File: src/rtl/child_dispatch_rr.sv
// Round-robin work dispatcher: buffers a valid/ready stream in a small FIFO and
// hands each head word to the next child in strict order 0..NUM_CHILDREN-1.
module child_dispatch_rr #(
    parameter int NUM_CHILDREN = 10,
    parameter int DATA_W       = 16,
    parameter int FIFO_DEPTH   = 4,
    parameter int IDX_W        = $clog2(NUM_CHILDREN),
    parameter int CNT_W        = $clog2(FIFO_DEPTH) + 1
) (
    input  logic                    clk,
    input  logic                    rst,
    input  logic                    flush,
    input  logic                    in_valid,
    output logic                    in_ready,
    input  logic [DATA_W-1:0]       in_data,
    output logic [NUM_CHILDREN-1:0] out_valid,
    input  logic [NUM_CHILDREN-1:0] out_ready,
    output logic [DATA_W-1:0]       out_data,
    output logic [IDX_W-1:0]        out_idx,
    output logic [CNT_W-1:0]        fifo_count,
    output logic [31:0]             dispatch_count
);

    localparam int PTR_W = $clog2(FIFO_DEPTH);

    logic [DATA_W-1:0] mem_q [FIFO_DEPTH];
    logic [DATA_W-1:0] mem_d [FIFO_DEPTH];
    logic [PTR_W-1:0]  wr_ptr_q, wr_ptr_d;
    logic [PTR_W-1:0]  rd_ptr_q, rd_ptr_d;
    logic [CNT_W-1:0]  count_q, count_d;
    logic [IDX_W-1:0]  idx_q, idx_d;
    logic [31:0]       disp_q, disp_d;

    logic not_empty;
    logic push;
    logic pop;

    // Readiness and validity come only from registered occupancy, so there is
    // no combinational path from in_valid to out_valid.
    always_comb begin
        not_empty = (count_q != '0);
        in_ready  = (count_q != CNT_W'(FIFO_DEPTH));
        push      = in_valid & in_ready;
        pop       = not_empty & out_ready[idx_q];
    end

    always_comb begin
        out_valid = '0;
        for (int unsigned i = 0; i < NUM_CHILDREN; i++) begin
            out_valid[i] = not_empty && (IDX_W'(i) == idx_q);
        end
        out_data       = not_empty ? mem_q[rd_ptr_q] : '0;
        out_idx        = idx_q;
        fifo_count     = count_q;
        dispatch_count = disp_q;
    end

    always_comb begin
        mem_d    = mem_q;
        wr_ptr_d = wr_ptr_q;
        rd_ptr_d = rd_ptr_q;
        count_d  = count_q;
        idx_d    = idx_q;
        disp_d   = disp_q;
        if (flush) begin
            // Same-cycle push/pop are dropped; target index and tally survive.
            wr_ptr_d = '0;
            rd_ptr_d = '0;
            count_d  = '0;
        end else begin
            if (push) begin
                mem_d[wr_ptr_q] = in_data;
                wr_ptr_d        = wr_ptr_q + PTR_W'(1);
            end
            if (pop) begin
                rd_ptr_d = rd_ptr_q + PTR_W'(1);
                idx_d    = (idx_q == IDX_W'(NUM_CHILDREN - 1)) ? '0 : idx_q + IDX_W'(1);
                disp_d   = disp_q + 32'd1;
            end
            case ({push, pop})
                2'b10:   count_d = count_q + CNT_W'(1);
                2'b01:   count_d = count_q - CNT_W'(1);
                default: count_d = count_q;
            endcase
        end
    end

    always_ff @(posedge clk) begin
        if (rst) begin
            wr_ptr_q <= '0;
            rd_ptr_q <= '0;
            count_q  <= '0;
            idx_q    <= '0;
            disp_q   <= '0;
        end else begin
            wr_ptr_q <= wr_ptr_d;
            rd_ptr_q <= rd_ptr_d;
            count_q  <= count_d;
            idx_q    <= idx_d;
            disp_q   <= disp_d;
        end
    end

    // Storage needs no reset: contents are only visible while count is nonzero.
    always_ff @(posedge clk) begin
        mem_q <= mem_d;
    end

endmodule

File: config.mk
export PLATFORM = sky130hd
export DESIGN_NAME = child_dispatch_rr
export DESIGN_NICKNAME = d
export VERILOG_FILES = /design/src/rtl/child_dispatch_rr.sv
export SDC_FILE = /design/constraint.sdc
export NUM_CORES = 1
export LEC_CHECK = 0
export ABC_AREA = 1
export CORE_UTILIZATION = 50
export DETAILED_ROUTE_END_ITERATION = 6
export PLACE_DENSITY = 0.76
export SLEW_MARGIN = 20
export SYNTH_ARGS = -nofsm -noshare
export SYNTH_HDL_FRONTEND = slang
export SYNTH_SLANG_ARGS = --single-unit
File: constraint.sdc
create_clock -name clk -period 3 [get_ports clk]
set_input_delay 0.6 -clock clk [delete_from_list [all_inputs] [get_ports clk]]
set_output_delay 0.6 -clock clk [all_outputs]
set_load 0.02 [all_outputs]
* Yosys cells after proc, flatten, opt, wreduce, memory -nomap -nowiden *
Cells that the tools add are included.

storage, ports and cells
  register bits = 107
  bits of input ports = 30
  output and inout bits = 66
  word-level logic and storage cells = 65

operators by class
  $add $sub $neg = 6
  magnitude comparators = 4
  equality and inequality tests = 13
  muxes and demuxes = 11
  bitwise gates (word level) = 5
  reduce and logical (&&, ||, !) cells = 17

operators with widths
  operator               count
  $bwmux 64              1
  $mux 16                4
  $add 32x1->32 const B  1
  $bmux 16 s2            1
  $demux 16 s2           1
  $eq 3x4->1 const A     4
  $logic_and 1x1->1      11
  $eq 2x4->1 const A     2
  $eq 4x4->1 const A     2
  $ge 3x3->1 const B     2
  $not 2->3              2
  $pmux 3 s2             1
  $lt 4x5->1 const B     1
  $add 2x1->2 const B    2
  $add 4x1->4 const B    1
  $bmux 1 s4             1
  $eq 1x4->1 const A     1
  $eq 4x4->1 const B     1
  $logic_not 4->1        1
  $mux 4                 1
  $reduce_and 2->1       2
  $add 3x1->3 const B    1
  $lt 3x1->1 const B     1
  $ne 3x3->1 const B     1
  other kinds (9)        10

* Depth between registers and ports, before layout *
  depth after elaboration = 6
  mapped depth = 17
  gate-level depth less buffers = 16

* Worst setup path after synthesis *
Ideal clock, no wire load.

  kind = input -> register
  start = in flush
  end = reg mem_q[0] (netlist name), enable pin
  setup time = 0.389 ns
  data arrival time = 1.892 ns
  required time = 2.611 ns
  path slack = 0.720 ns
  stages = 4
  path buffers = 1
  cells stage by stage = clkinv_1 clkbuf_1 nand3_1 nor2_1

between the ends
  cells in the longest elaborated chain, start to end = 2

RTL lines
  element                     RTL line  text
  from (decl)                 12        input logic flush,
  $not 1->1 (no line)         n/a
  $reduce_and 2->1 (no line)  n/a
  to (signal assigned)        106       mem_q <= mem_d;
  to (decl)                   26        logic [DATA_W-1:0] mem_q [FIFO_DEPTH];

Every way passes these cells.
A chain may end at the register's enable or synchronous reset.

* Final worst setup path *
  start = reg rd_ptr_q[1]
  end = out out_data[5]

between the ends
  cells in the longest elaborated chain, start to end = 5

RTL lines
  element                                     RTL line  text
  from (decl)                                 29        logic [PTR_W-1:0] rd_ptr_q, rd_ptr_d;
  from (signal assigned)                      97        rd_ptr_q <= rd_ptr_d;
  $not 2->3 (not written as such)             52        out_data = not_empty ? mem_q[rd_ptr_q] : '0;
  $bmux 16 s2                                 52
  $mux 16 (not written as such) (2 in a row)  52
  $mux 16                                     52
  to (decl)                                   18        output logic [DATA_W-1:0] out_data,

Every way passes these cells. The select of a mux whose other input is x is not followed.

==> results.cfg <==
[global_route]
grt-busiest-layer = met2
antenna_found_initial = 0
grt_pass1_wl_um = 21800
gr-usage-met3 = 0.0392
grt_max_degree = 41
first_global_vias = 4691
use_met1 = 0.291
grt_overflow = 0
grt_use_met2 = 0.421
grt_usage = 0.242

[detailed_routing]
drc = 0
ant_nets = 0
drt-total-wl_um = 13500
vias = 5008
first_iter_violations = 289
routedWlPerCell_um = 14.4
detail_route.vias_per_cell = 5.36
first_pass_iters = 5

[status]
status = finished clean

[finish]
drive_above_1_share = 0.0501
layout.nets = 831
n_antenna_cell = 0
fill_cells = 866
area_growth_pct = 23.5
design_area_mm2 = 0.00675

[min_path]
hold_path_depth = 2
hold_class = reg -> reg

[power]
swShare = 0.269
p_comb_frac = 0.101
peakVddDrop_uv = 315
power_leakage_nw = 2.31
p_sw_uw = 740
p_seq_frac = 0.577
power.density_mw_per_mm2 = 408
p_clk_frac = 0.322
p_int_mw = 2.01

[floorplan]
rows = 37
dieWidth_um = 107
dieHeight_um = 107
initial_utilization = 0.522
die-area_mm2 = 0.0114
ioPinCount = 96
core-area_mm2 = 0.0105

[cts]
post_cts_resized = 0
clk_root_buffer_cell = clkbuf_8
htreeDepth = 3
cts_num_sinks = 107
clock_path_buffers = 2
clkSlewWorstSetupHoldPaths_ns = 0.11
cts_tree = done
cts_made_buffers = 9
clock_latency_ns = 0.37
post-cts-setup-buffer-count = 0
hold_buffers = 0

[sta]
max_freq_mhz = 367
rsz0062_at_grt = false
layout_min_cycle_time_ns = 2.73
slew_violations = 0
skew_ns = 0.0105
tns_ns = 0
finalHoldViolations = 0
setup_violations = 0
slew_headroom = 0.589
worst_pin_slew_ns = 0.615
finalCritPeriodShare = 0.909

[setup_path]
cp-endpoint = out_data[5]
path_class = reg -> out
critPathRequiredTime_ns = 2.40
r2r_cells = 15
start_kind = flip-flop
end_kind = output port
reg2reg_from = out_idx[0]
worst_ep_arrival_time_ns = 2.13
r2r_slack_ns = 0.60
cp_max_fo = 16
cp-startpoint = rd_ptr_q[1]
rr_endpoint = fifo_count[2]

[place]
place_congestion = 0.882
io_buffers = 95
post_dp_cell_area_mm2 = 0.00655
hpwl_um = 9350

[synthesis]
synth_fp_nets = 739
avgSynthCellArea_um2 = 7.79
yosysUniqueCellTypes = 27
synthCells = 702
yosys_warnings = 0
synth_area_mm2 = 0.00547
ys_ff_latch = 107
ys_seq_area_frac = 0.509

[flow_run]
drv_cap = 0
## layout make-up
class                   instances  area [um^2]  share of cell area
repair buffers                111         1070               0.159
clock inverters                 7         75.1              0.0111
well taps                     136          170              0.0252
multi-input cells             510         2320               0.343
clock buffers                   9          124              0.0184
flip-flops and latches        107         2780               0.412
inverters                      55          209              0.0310
## power groups by stage
stage	clock (mW)	combinational (mW)	sequential, mW
global route	0.954	0.303	1.59
finish	0.887	0.279	1.59
CTS	0.904	0.279	1.59
detailed placement	0	0.278	1.62
global placement	0	0.273	1.62
floorplan	0	0.153	1.62
## worst min path at each step
stage                       startpoint            endpoint  slack, ns
floorplan                  wr_ptr_q[1]         wr_ptr_q[1]       0.49
global placement            out_idx[2]          out_idx[2]       0.49
detailed placement          out_idx[2]          out_idx[2]       0.50
CTS                         out_idx[2]          out_idx[2]       0.52
global route        dispatch_count[28]  dispatch_count[28]       0.56
finish                      out_idx[2]          out_idx[2]       0.51
## cell usage in the layout (no fill, tap or decap)
cell type        synthesis  final
dfxtp_1                 43     43
xor2_1                   3      3
clkdlybuf4s50_1          0     95
clkbuf_8                 0      9
clkinv_4                 0      1
inv_8                    0      3
clkinv_1                 1      1
a21oi_1                 56     56
nand2_1                186    186
inv_6                    0      1
o21ai_0                 42     42
inv_4                    1      1
clkinv_8                 0      1
o21a_1                   1      1
clkinvlp_4               0      1
fa_1                     1      1
nand3_1                 23     23
buf_4                    2     16
nor2_2                   2      2
edfxtp_1                64     64
nor2_1                 138    138
nand3_4                  2      2
nand4_1                 33     33
inv_2                    2      2
xnor2_1                  6      6
o21ai_1                  6      6
inv_1                   51     51
nor3_2                   0      1
ha_1                     6      6
nor3_1                   5      4
## flip-flops by register name, indices dropped and copies added, names as in the netlist
signal / cells
fifo_count: 3
mem_q: 64
dispatch_count: 32
wr_ptr_q: 2
out_idx: 4
rd_ptr_q: 2
## routing by layer
layer,part of all wire,vias up
li1,-,2500
met5,0,-
met4,0.022,0
met2,0.50,190
met3,0.064,21
met1,0.41,2297
## per-stage QoR
| stage | power (mW) | setup slack [ns] | instances | hold slack (ns) | util |
|---|---|---|---|---|---|
| 6_report | 2.75 | 0.273 | 935 | 0.514 | 0.645 |
| 5_1_grt | 2.85 | 0.112 | 935 | 0.555 | 0.645 |
| 4_1_cts | 2.77 | 0.223 | 935 | 0.515 | 0.645 |
| 3_5_place_dp | 1.90 | 0.144 | 919 | 0.498 | 0.626 |
| 3_3_place_gp | 1.89 | 0.221 | 919 | 0.493 | 0.626 |
| 2_1_floorplan | 1.78 | 0.720 | 702 | 0.490 | - |
## critical path: stages (launching register included)
cell and delay (ns):
dfxtp_1 0.36, inv_1 0.28, nor2_1 0.18, o21ai_0 0.09, a21oi_1 0.20, clkdlybuf4s50_1 0.65
## synthesized netlist by cell type (all sizes together)
library cell / n / area (um^2)
a21oi: 56 / 280
ha: 6 / 75.1
nand4: 33 / 206
inv: 54 / 205
o21ai: 48 / 240
o21a: 1 / 7.51
fa: 1 / 20.0
nand2: 186 / 698
edfxtp: 64 / 1920
xor2: 3 / 26.3
xnor2: 6 / 52.6
nor2: 140 / 531
nor3: 5 / 25.0
dfxtp: 43 / 861
buf: 9 / 80.1
nand3: 25 / 150
clkinv: 1 / 3.75
clkbuf: 21 / 82.6
## kinds of logic after synthesis
group	count (synthesis)	share of synthesized area
AND/OR/NAND/NOR	389	0.295
flip-flops	107	0.509
AO/OA/AOI/OAI	105	0.0966
buffers and inverters	85	0.0680
XOR/XNOR	9	0.0144
adder cells (fa/ha/maj)	7	0.0174
No activity file was read; power rests on OpenSTA's default activity.
